File: config.mk
export PLATFORM = sky130hd
export DESIGN_NAME = shift_seq_flat
export DESIGN_NICKNAME = d
export VERILOG_FILES = /design/src/rtl/shift_seq_pkg.sv /design/src/rtl/shift_seq_if.sv /design/src/rtl/shift_seq_step.sv /design/src/rtl/shift_seq.sv /design/src/flat_wrapper.sv
export SDC_FILE = /design/constraint.sdc
export NUM_CORES = 1
export LEC_CHECK = 0
export CORE_MARGIN = 3
export CORE_UTILIZATION = 39
export DETAILED_ROUTE_END_ITERATION = 8
export PLACE_DENSITY = 0.75
export RECOVER_POWER = 50
export SETUP_SLACK_MARGIN = 0.1
export SYNTH_ARGS = -nofsm -noshare
export SYNTH_HDL_FRONTEND = slang
export SYNTH_SLANG_ARGS = --single-unit
File: constraint.sdc
create_clock -name i_clk -period 2 [get_ports i_clk]
set_input_delay 0.2 -clock i_clk [delete_from_list [all_inputs] [get_ports i_clk]]
set_output_delay 0.2 -clock i_clk [all_outputs]
set_load 0.02 [all_outputs]
File: src/rtl/shift_seq_pkg.sv
// shift_seq_pkg: ALU opcode constants, shift-op encoding and FSM state type
// for the variable-amount shift sequencer.
// Optional feature macro: SHIFT_SEQ_SRA_EN (enables arithmetic right shift).
package shift_seq_pkg;

  localparam logic [5:0] CTRL_IDLE = 6'h3F;

  localparam logic [5:0] CTRL_SLL1 = 6'h0A;
  localparam logic [5:0] CTRL_SLL2 = 6'h0B;
  localparam logic [5:0] CTRL_SLL8 = 6'h0C;
  localparam logic [5:0] CTRL_SRL1 = 6'h0D;
  localparam logic [5:0] CTRL_SRL2 = 6'h0E;
  localparam logic [5:0] CTRL_SRL8 = 6'h0F;
  localparam logic [5:0] CTRL_SRA1 = 6'h10;
  localparam logic [5:0] CTRL_SRA2 = 6'h11;
  localparam logic [5:0] CTRL_SRA8 = 6'h12;

  localparam logic [1:0] OP_SLL = 2'd0;
  localparam logic [1:0] OP_SRL = 2'd1;
  localparam logic [1:0] OP_SRA = 2'd2;
  localparam logic [1:0] OP_RSV = 2'd3;

  typedef enum logic [1:0] {
    ST_IDLE  = 2'd0,
    ST_SHIFT = 2'd1,
    ST_DONE  = 2'd2
  } state_t;

  // SRA is only a legal request when the arithmetic-shift build option is on.
  function automatic logic op_supported(input logic [1:0] op);
`ifdef SHIFT_SEQ_SRA_EN
    return (op == OP_SLL) || (op == OP_SRL) || (op == OP_SRA);
`else
    return (op == OP_SLL) || (op == OP_SRL);
`endif
  endfunction

endpackage

File: src/rtl/shift_seq_if.sv
// shift_seq_if: request/response and ALU-side signals of the shift sequencer.
// master = requester plus ALU, slave = the sequencer itself.
interface shift_seq_if;
  logic        start;
  logic [1:0]  op;
  logic [4:0]  amount;
  logic [31:0] operand;
  logic [31:0] alu_r;
  logic [5:0]  alu_ctrl;
  logic [31:0] alu_b;
  logic        busy;
  logic        done;
  logic        err;
  logic [31:0] result;

  modport master (
    output start, op, amount, operand, alu_r,
    input  alu_ctrl, alu_b, busy, done, err, result
  );

  modport slave (
    input  start, op, amount, operand, alu_r,
    output alu_ctrl, alu_b, busy, done, err, result
  );
endinterface

File: src/rtl/shift_seq_step.sv
// shift_seq_step: combinational step selector. Picks the largest fixed ALU
// shift (8, 2 or 1) that does not exceed the remaining distance and maps it
// to the ALU opcode for the current operation.
// Optional feature macro: SHIFT_SEQ_SRA_EN.
module shift_seq_step
  import shift_seq_pkg::*;
(
  input  logic [1:0] i_op,
  input  logic [4:0] i_rem,
  output logic [5:0] o_alu_ctrl,
  output logic [4:0] o_step
);

  logic w_big;
  logic w_mid;

  assign w_big = (i_rem >= 5'd8);
  assign w_mid = (i_rem >= 5'd2);

  // Greedy step size and matching opcode; unsupported ops fall back to idle.
  always_comb begin
    o_step     = 5'd1;
    o_alu_ctrl = CTRL_IDLE;
    if (w_big) begin
      o_step = 5'd8;
    end else if (w_mid) begin
      o_step = 5'd2;
    end
    case (i_op)
      OP_SLL:  o_alu_ctrl = w_big ? CTRL_SLL8 : (w_mid ? CTRL_SLL2 : CTRL_SLL1);
      OP_SRL:  o_alu_ctrl = w_big ? CTRL_SRL8 : (w_mid ? CTRL_SRL2 : CTRL_SRL1);
`ifdef SHIFT_SEQ_SRA_EN
      OP_SRA:  o_alu_ctrl = w_big ? CTRL_SRA8 : (w_mid ? CTRL_SRA2 : CTRL_SRA1);
`endif
      default: o_alu_ctrl = CTRL_IDLE;
    endcase
  end

endmodule

File: src/rtl/shift_seq.sv
// shift_seq: turns one 0..31-bit shift request into a sequence of fixed
// 1/2/8-bit ALU shift operations, feeding each ALU result back until the
// requested distance is applied. Owns the ALU only while busy.
// Optional feature macro: SHIFT_SEQ_SRA_EN (op=2 arithmetic right shift).
//
// state    | meaning
// ST_IDLE  | waiting for start; ALU released (idle opcode, b=0)
// ST_SHIFT | one ALU step per cycle until the remaining distance is zero
// ST_DONE  | one-cycle done pulse; result and err valid
module shift_seq
  import shift_seq_pkg::*;
#(
  parameter logic [5:0] IDLE_CTRL = CTRL_IDLE
) (
  input  logic        i_clk,
  input  logic        i_rst_n,
  shift_seq_if.slave  bus
);

  state_t      r_state;
  state_t      w_state_nxt;
  logic [1:0]  r_op;
  logic [31:0] r_acc;
  logic [4:0]  r_rem;
  logic        r_err;
  logic [31:0] r_result;

  logic [5:0]  w_step_ctrl;
  logic [4:0]  w_step;
  logic        w_start_ok;

  shift_seq_step u_step (
    .i_op       (r_op),
    .i_rem      (r_rem),
    .o_alu_ctrl (w_step_ctrl),
    .o_step     (w_step)
  );

  assign w_start_ok = (bus.amount != 5'd0) && op_supported(bus.op);

  // State register.
  always_ff @(posedge i_clk or negedge i_rst_n) begin
    if (!i_rst_n) begin
      r_state <= ST_IDLE;
    end else begin
      r_state <= w_state_nxt;
    end
  end

  // Next-state decode; zero-distance and unsupported requests skip SHIFT.
  always_comb begin
    w_state_nxt = r_state;
    case (r_state)
      ST_IDLE:  if (bus.start) w_state_nxt = w_start_ok ? ST_SHIFT : ST_DONE;
      ST_SHIFT: if (r_rem == w_step) w_state_nxt = ST_DONE;
      ST_DONE:  w_state_nxt = ST_IDLE;
      default:  w_state_nxt = ST_IDLE;
    endcase
  end

  // Datapath: latch request, accumulate ALU results, capture result on DONE entry.
  always_ff @(posedge i_clk or negedge i_rst_n) begin
    if (!i_rst_n) begin
      r_op     <= OP_SLL;
      r_acc    <= '0;
      r_rem    <= '0;
      r_err    <= 1'b0;
      r_result <= '0;
    end else begin
      case (r_state)
        ST_IDLE: begin
          if (bus.start) begin
            r_op  <= bus.op;
            r_acc <= bus.operand;
            r_rem <= bus.amount;
            r_err <= !op_supported(bus.op);
            if (!w_start_ok) r_result <= bus.operand;
          end
        end
        ST_SHIFT: begin
          r_acc <= bus.alu_r;
          r_rem <= r_rem - w_step;
          if (r_rem == w_step) r_result <= bus.alu_r;
        end
        default: ;
      endcase
    end
  end

  assign bus.busy     = (r_state != ST_IDLE);
  assign bus.done     = (r_state == ST_DONE);
  assign bus.err      = (r_state == ST_DONE) && r_err;
  assign bus.result   = r_result;
  assign bus.alu_ctrl = (r_state == ST_SHIFT) ? w_step_ctrl : IDLE_CTRL;
  assign bus.alu_b    = (r_state == ST_SHIFT) ? r_acc : 32'd0;

endmodule

File: src/flat_wrapper.sv
// flat-port wrapper written by rule: the top's interface ports become plain ports
module shift_seq_flat import shift_seq_pkg::*;
#(
  parameter logic [5:0] IDLE_CTRL = CTRL_IDLE
)
  (i_clk, i_rst_n, bus_start, bus_op, bus_amount, bus_operand, bus_alu_r, bus_alu_ctrl, bus_alu_b, bus_busy, bus_done, bus_err, bus_result);
  shift_seq_if bus_i ();
  input  logic i_clk;
  input  logic i_rst_n;
  input wire logic [$bits(bus_i.start)-1:0] bus_start;
  input wire logic [$bits(bus_i.op)-1:0] bus_op;
  input wire logic [$bits(bus_i.amount)-1:0] bus_amount;
  input wire logic [$bits(bus_i.operand)-1:0] bus_operand;
  input wire logic [$bits(bus_i.alu_r)-1:0] bus_alu_r;
  output wire logic [$bits(bus_i.alu_ctrl)-1:0] bus_alu_ctrl;
  output wire logic [$bits(bus_i.alu_b)-1:0] bus_alu_b;
  output wire logic [$bits(bus_i.busy)-1:0] bus_busy;
  output wire logic [$bits(bus_i.done)-1:0] bus_done;
  output wire logic [$bits(bus_i.err)-1:0] bus_err;
  output wire logic [$bits(bus_i.result)-1:0] bus_result;
  assign bus_i.start = bus_start;
  assign bus_i.op = bus_op;
  assign bus_i.amount = bus_amount;
  assign bus_i.operand = bus_operand;
  assign bus_i.alu_r = bus_alu_r;
  assign bus_alu_ctrl = bus_i.alu_ctrl;
  assign bus_alu_b = bus_i.alu_b;
  assign bus_busy = bus_i.busy;
  assign bus_done = bus_i.done;
  assign bus_err = bus_i.err;
  assign bus_result = bus_i.result;
  shift_seq #(.IDLE_CTRL(IDLE_CTRL)) u_core (.i_clk(i_clk), .i_rst_n(i_rst_n), .bus(bus_i));
endmodule
== Word level (Yosys, flattened, before mapping) ==
Index checks and enable logic that the tools add are counted.
Storage, ports and cells
  output and inout port bits: 73
  bits of input ports: 74
  bits in registers: 74
Cells by class
  equal/unequal tests: 8
  reduce and logical (&&, ||, !) cells: 14
  mux-type cells: 21
  add/subtract/negate cells: 1
  order comparisons: 2
Operators with widths (number)
  2-to-1 mux 32 bit: 5
  case mux 32 bit (2 select lines): 2
  2-to-1 mux 2 bit: 6
  case mux 6 bit (2 select lines): 1
  case mux 5 bit (2 select lines): 1
  == test 2 x 1 -> 1 bit, second input constant: 3
  logical NOT 2 bit: 3
  2-to-1 mux 6 bit: 1
  AND reduction 2 bit: 3
  == test 5 x 4 -> 1 bit: 1
  >= comparator 5 x 2 -> 1 bit, second input constant: 1
  >= comparator 5 x 4 -> 1 bit, second input constant: 1
  2-to-1 mux 5 bit: 1
  nonzero test 5 bit: 1
  subtractor 5 x 4 -> 5 bit: 1
  2-to-1 mux 4 bit: 1
  inequality test 2 bit, second input constant: 2
  case mux 2 bit (2 select lines): 1
  AND reduction 4 bit: 1
  nonzero test 2 bit: 2
  2-to-1 mux 3 bit: 1
  == test 2 bit, second input constant: 1
  logical AND 1 bit: 2
  inequality test 2 x 1 -> 1 bit, second input constant: 1
  3 further kinds: 3

== Logic depth before layout (Yosys ltp) ==
  word-level depth: 6
  depth in mapped cells: 8
  depth with buffers taken out: 7

== Cells and area by module ==
Synthesis repeated with hierarchy kept, for this count alone.
Second synthesis, totals
  cell total of the unflattened synthesis: 422
  area total of the unflattened synthesis: 4367.9 um^2
Modules (own cells, without submodules)
  shift_seq: area an instance 4257.8 um^2, cells each 403, instances 1
  shift_seq_step: area an instance 110.1 um^2, cells each 19, instances 1

== Worst setup path after synthesis ==
OpenSTA, ideal clock, no wires.
  kind: register to register
  start point: register u_core.r_rem[1]
  end point: register u_core.r_rem[4]
  path slack: 0.024 ns
  period minus slack after synthesis: 1.976 ns
  setup time: 0.099 ns
  data required time: 1.901 ns
  cell stages (with the launch flop): 8
  data arrival time: 1.877 ns
  cells stage by stage: dfrtp_1 -> nor4_1 -> ha_1 -> inv_1 -> fa_1 -> o21ai_0 -> a211oi_1 -> a311oi_1
On the way
  cells in the longest elaborated chain, start to end: 5
  elaborated cells on any way between the ends: 6
  classes of those cells: add/sub (1); order compare (2); mux (3)
RTL lines
  start: declaration: line shift_seq.sv:24  | logic [4:0] r_rem;
  start signal: assignment: line shift_seq.sv:75  | r_rem <= bus.amount;
  start signal: assignment: line shift_seq.sv:82  | r_rem <= r_rem - w_step;
  >= comparator 5 x 2 -> 1 bit: line shift_seq_step.sv:18  | assign w_mid = (i_rem >= 5'd2);
  2-to-1 mux 2 bit: line shift_seq_step.sv:26  | end else if (w_mid) begin
  2-to-1 mux 4 bit: line shift_seq_step.sv:24  | if (w_big) begin
  subtractor 5 x 4 -> 5 bit (*): line shift_seq.sv:82
  case mux 5 bit (2 select lines) (*): line shift_seq.sv:70  | case (r_state)
Every way passes the cells marked *; elsewhere a longest branch is shown, timed or not.
A chain may end at the register's enable or synchronous reset.

== Worst setup path in the final report ==
  start point: register u_core.r_rem[3]
  end point: register u_core.r_rem[4]
The elaborated chain is that of the path after synthesis.

==> impl_metrics.csv <==
group,metric,value,unit
outcome,status,"completed",
die,io_pins,147,
critical_path,crit_path_max_fanout,5,
detailed_routing,top_layer_used,"met4",
detailed_routing,met1_length,4.285,mm
timing,clock_skew,6.913,ps
die,die_y,101.9,um
timing,rsz0062_at_grt,"true",
layout,register_area,1856,um^2
placement,dpl.hpwl,7.010,mm
hold_path,hold_path.class,"reg2reg",
clocking,clock_sinks,74,
critical_path,worstSetupStartpoint,"u_core.r_rem[3]",
critical_path,r2r_start,"u_core.r_rem[3]",
critical_path,worstPathArrival,2200,ps
pwr,pwr-share-clk,11.1,%
layout,antenna_cells,0,
synth,synthesis.nets,434,
timing,period_needed,1981,ps
timing,finalCritPeriodShare,99.07,%
global_routing,grt_max_degree,46,
critical_path,crit_chain,"nor4_4 -> ha_2 -> inv_2 -> fa_2 -> o21ai_2 -> a211oi_1 -> a311oi_1",
layout,fin_area,5570,um^2
placement,post_dp_cell_area,5207,um^2
pwr,total_power,0.009502,W
detailed_routing,drt-pass1-iter-count,4,
detailed_routing,vias,3178,
die,fp.coreArea,8806,um^2
die,start_util,40.69,%
timing,fmax,504.7,MHz
hold_path,hp-start,"u_core.r_acc[25]",
detailed_routing,dr_wl_met3,839,um
synth,synth_compound_area_share,18.30,%
placement,gp_congestion,0.8508,
synth,avgSynthCellArea,10.07,um^2
clocking,h-tree-depth,3,
timing,relSlewSlack,41.51,%
synth,ys_ff_latch,74,
global_routing,antenna_found_initial,0,
timing,hold_viol_final,0,
clocking,clock_latency,340,ps
synth,syn_inst,356,
pwr,p_int,0.005559,W
layout,layout_common_cells,"clkdlybuf4s50_1 (85), dfrtp_1 (71), nand2_1 (69), and2_1 (34)",
timing,fin_setup_tns,0,ps
timing,finalSetupViolations,0,
global_routing,overflow,0,
detailed_routing,viasPerCell,5.069,
pwr,p_leak,2.305,nW
critical_path,cp-end-kind,"flop",
detailed_routing,drt_iter0_markers,76,
synth,ys_seq_area_share,51.68,%
synth,synth_mux_area_share,1.257,%
critical_path,cp_num_buf_inv,1,
critical_path,startpoint_type,"flop",
layout,drive_above_1_share,21.19,%
clocking,cts_made_buffers,9,
pwr,peakVddDrop,0.6651,mV
synth,synthArstFlopShare,100.0,%
die,rows,34,
synth,synth_adder_area_share,1.606,%
critical_path,max_stage_delay,450,ps
global_routing,grt_pass1_vias,3204,
detailed_routing,wl_met2,5.006,mm
critical_path,crit_slowest_cell,"dfrtp_2",
timing,worstMarginPinSlew,877.4,ps
detailed_routing,drc_errors,0,
critical_path,required,2220,ps
clocking,cts_buffer_depth,2,
clocking,cts_tree,"done",
detailed_routing,final_antenna_net_count,0,
layout,final_common_cell,"clkdlybuf4s50_1",
synth,synth_top_family_by_area,"simple AND/OR/NAND/NOR gates",
synth,synth_simple_gate_area_share,21.51,%
synth,synth_area,3583,um^2
pwr,switching_share,41.50,%
timing,slew_violations,0,
critical_path,critical_path_class,"reg2reg",
synth,synth_ff_type,"dfrtp_1",
synth,synth_edf_count,0,
synth,post_synth_xor_area_fraction,0.4888,%
layout,multi_input_area,1640,um^2
detailed_routing,routed_wl,10.30,mm
synth,synth_cell_types,38,
placement,io_buffers,145,
timing,hold_ws,483.1,ps
global_routing,gr-usage-all-layers,19.07,%
synth,yosysWarnings,0,
layout,fill_cells,745,
pwr,p_seq_share,28.8,%
global_routing,grt_pass1_wl,15.65,mm
layout,fin_nets,592,
flow_run,drv_cap,0,
critical_path,cp_top_family,"adder cells",
pwr,switchingPower,0.003943,W
pwr,p_per_area,1706,nW/um^2
clocking,cts-root-buf,"clkbuf_8",
layout,syn2layout_area_growth,55.45,%
pwr,p_comb_share,60.1,%
die,die-width,101.9,um
die,die_area,10370,um^2
clocking,cts.clk_slew.worst_paths,70,ps
detailed_routing,wire_per_inst,16.42,um
## flip-flops by register name, indices dropped and copies added, names as in the netlist
register,count
u_core.r_acc,32
u_core.r_err,1
u_core.r_rem,5
u_core.r_op,2
u_core.r_state,2
u_core.bus.result,32
## kinds of logic (layout without fill, tap and decap cells)
kind of cell / Yosys count / count (layout)
AOI/OAI and AO/OA: 80 / 80
muxes: 4 / 4
adders and majority gates: 4 / 4
and+or+nand+nor: 158 / 158
DFF: 74 / 74
xor gates and xnor gates: 2 / 2
other: 1 / 1
buffers and inverters: 33 / 196
## worst paths after layout
check | end | slack [ps] | cells after the start
max | u_core.r_rem[4] | 20 | 7
min reg2reg | u_core.r_acc[25] | 480 | 1
max in group asynchronous | u_core.r_state[1] | 340 | 3
min in group asynchronous | u_core.r_rem[3] | 520 | 2
min | u_core.r_acc[25] | 480 | 1
max reg2reg | u_core.r_rem[4] | 20 | 7
## Yosys cell counts (4+ instances only)
master | count | share of area (%)
nand3_1 | 32 | 4.5
buf_4 | 4 | 0.84
and2_1 | 34 | 5.9
mux2_2 | 4 | 1.3
inv_1 | 4 | 0.42
o22a_2 | 10 | 2.8
o21ai_0 | 5 | 0.70
clkbuf_1 | 6 | 0.63
nor2b_1 | 4 | 0.70
dfrtp_1 | 74 | 52
o22a_1 | 23 | 5.6
nand2_1 | 69 | 7.2
o21a_1 | 32 | 6.7
nor2_1 | 6 | 0.63
buf_2 | 16 | 2.2
## metal layers
| metal | vias to the layer above | GRT usage [%] |
|---|---|---|
| li1 | 1540 | - |
| met5 | - | 0 |
| met3 | 15 | 6.689 |
| met2 | 103 | 31.89 |
| met1 | 1520 | 23.32 |
| met4 | 0 | 5.853 |
## final cells by class
class                   instances  share of cell area, %
flip-flops and latches         74                  33.31
clock inverters                 4                 0.4717
well taps                     108                  2.426
repair buffers                176                  31.29
inverters                       4                 0.2695
multi-input cells             249                  29.45
clock buffers                  12                  2.785
## power groups by stage
| stage | registers [W] | logic, W | clock network, W |
|---|---|---|---|
| after floorplan | 0.00304 | 0.00288 | 0 |
| after global placement | 0.00271 | 0.00531 | 0 |
| after detailed placement | 0.00274 | 0.00542 | 0 |
| after CTS | 0.00274 | 0.00537 | 0.00107 |
| after global routing | 0.00284 | 0.00620 | 0.00115 |
| final | 0.00274 | 0.00572 | 0.00105 |
## stage by stage
| stage | instances | setup WS, ps | util (%) |
|---|---|---|---|
| floorplan | 356 | 102.8 | - |
| global placement | 597 | 111.3 | 59.14 |
| detailed placement | 597 | -69.42 | 59.14 |
| CTS | 616 | 41.04 | 61.82 |
| global route | 627 | -52.24 | 63.26 |
| finish | 627 | 18.62 | 63.26 |
## repair_timing
item	4_1_cts	5_1_grt
gates cloned	0	6
pin swaps	5	4
hold buffers	1	0
hold endpoints to repair	35	0
setup buffers	2	5
endpoints found under the setup margin	70	68
gates resized for setup	82	37
(Power assumes the default switching activity.)
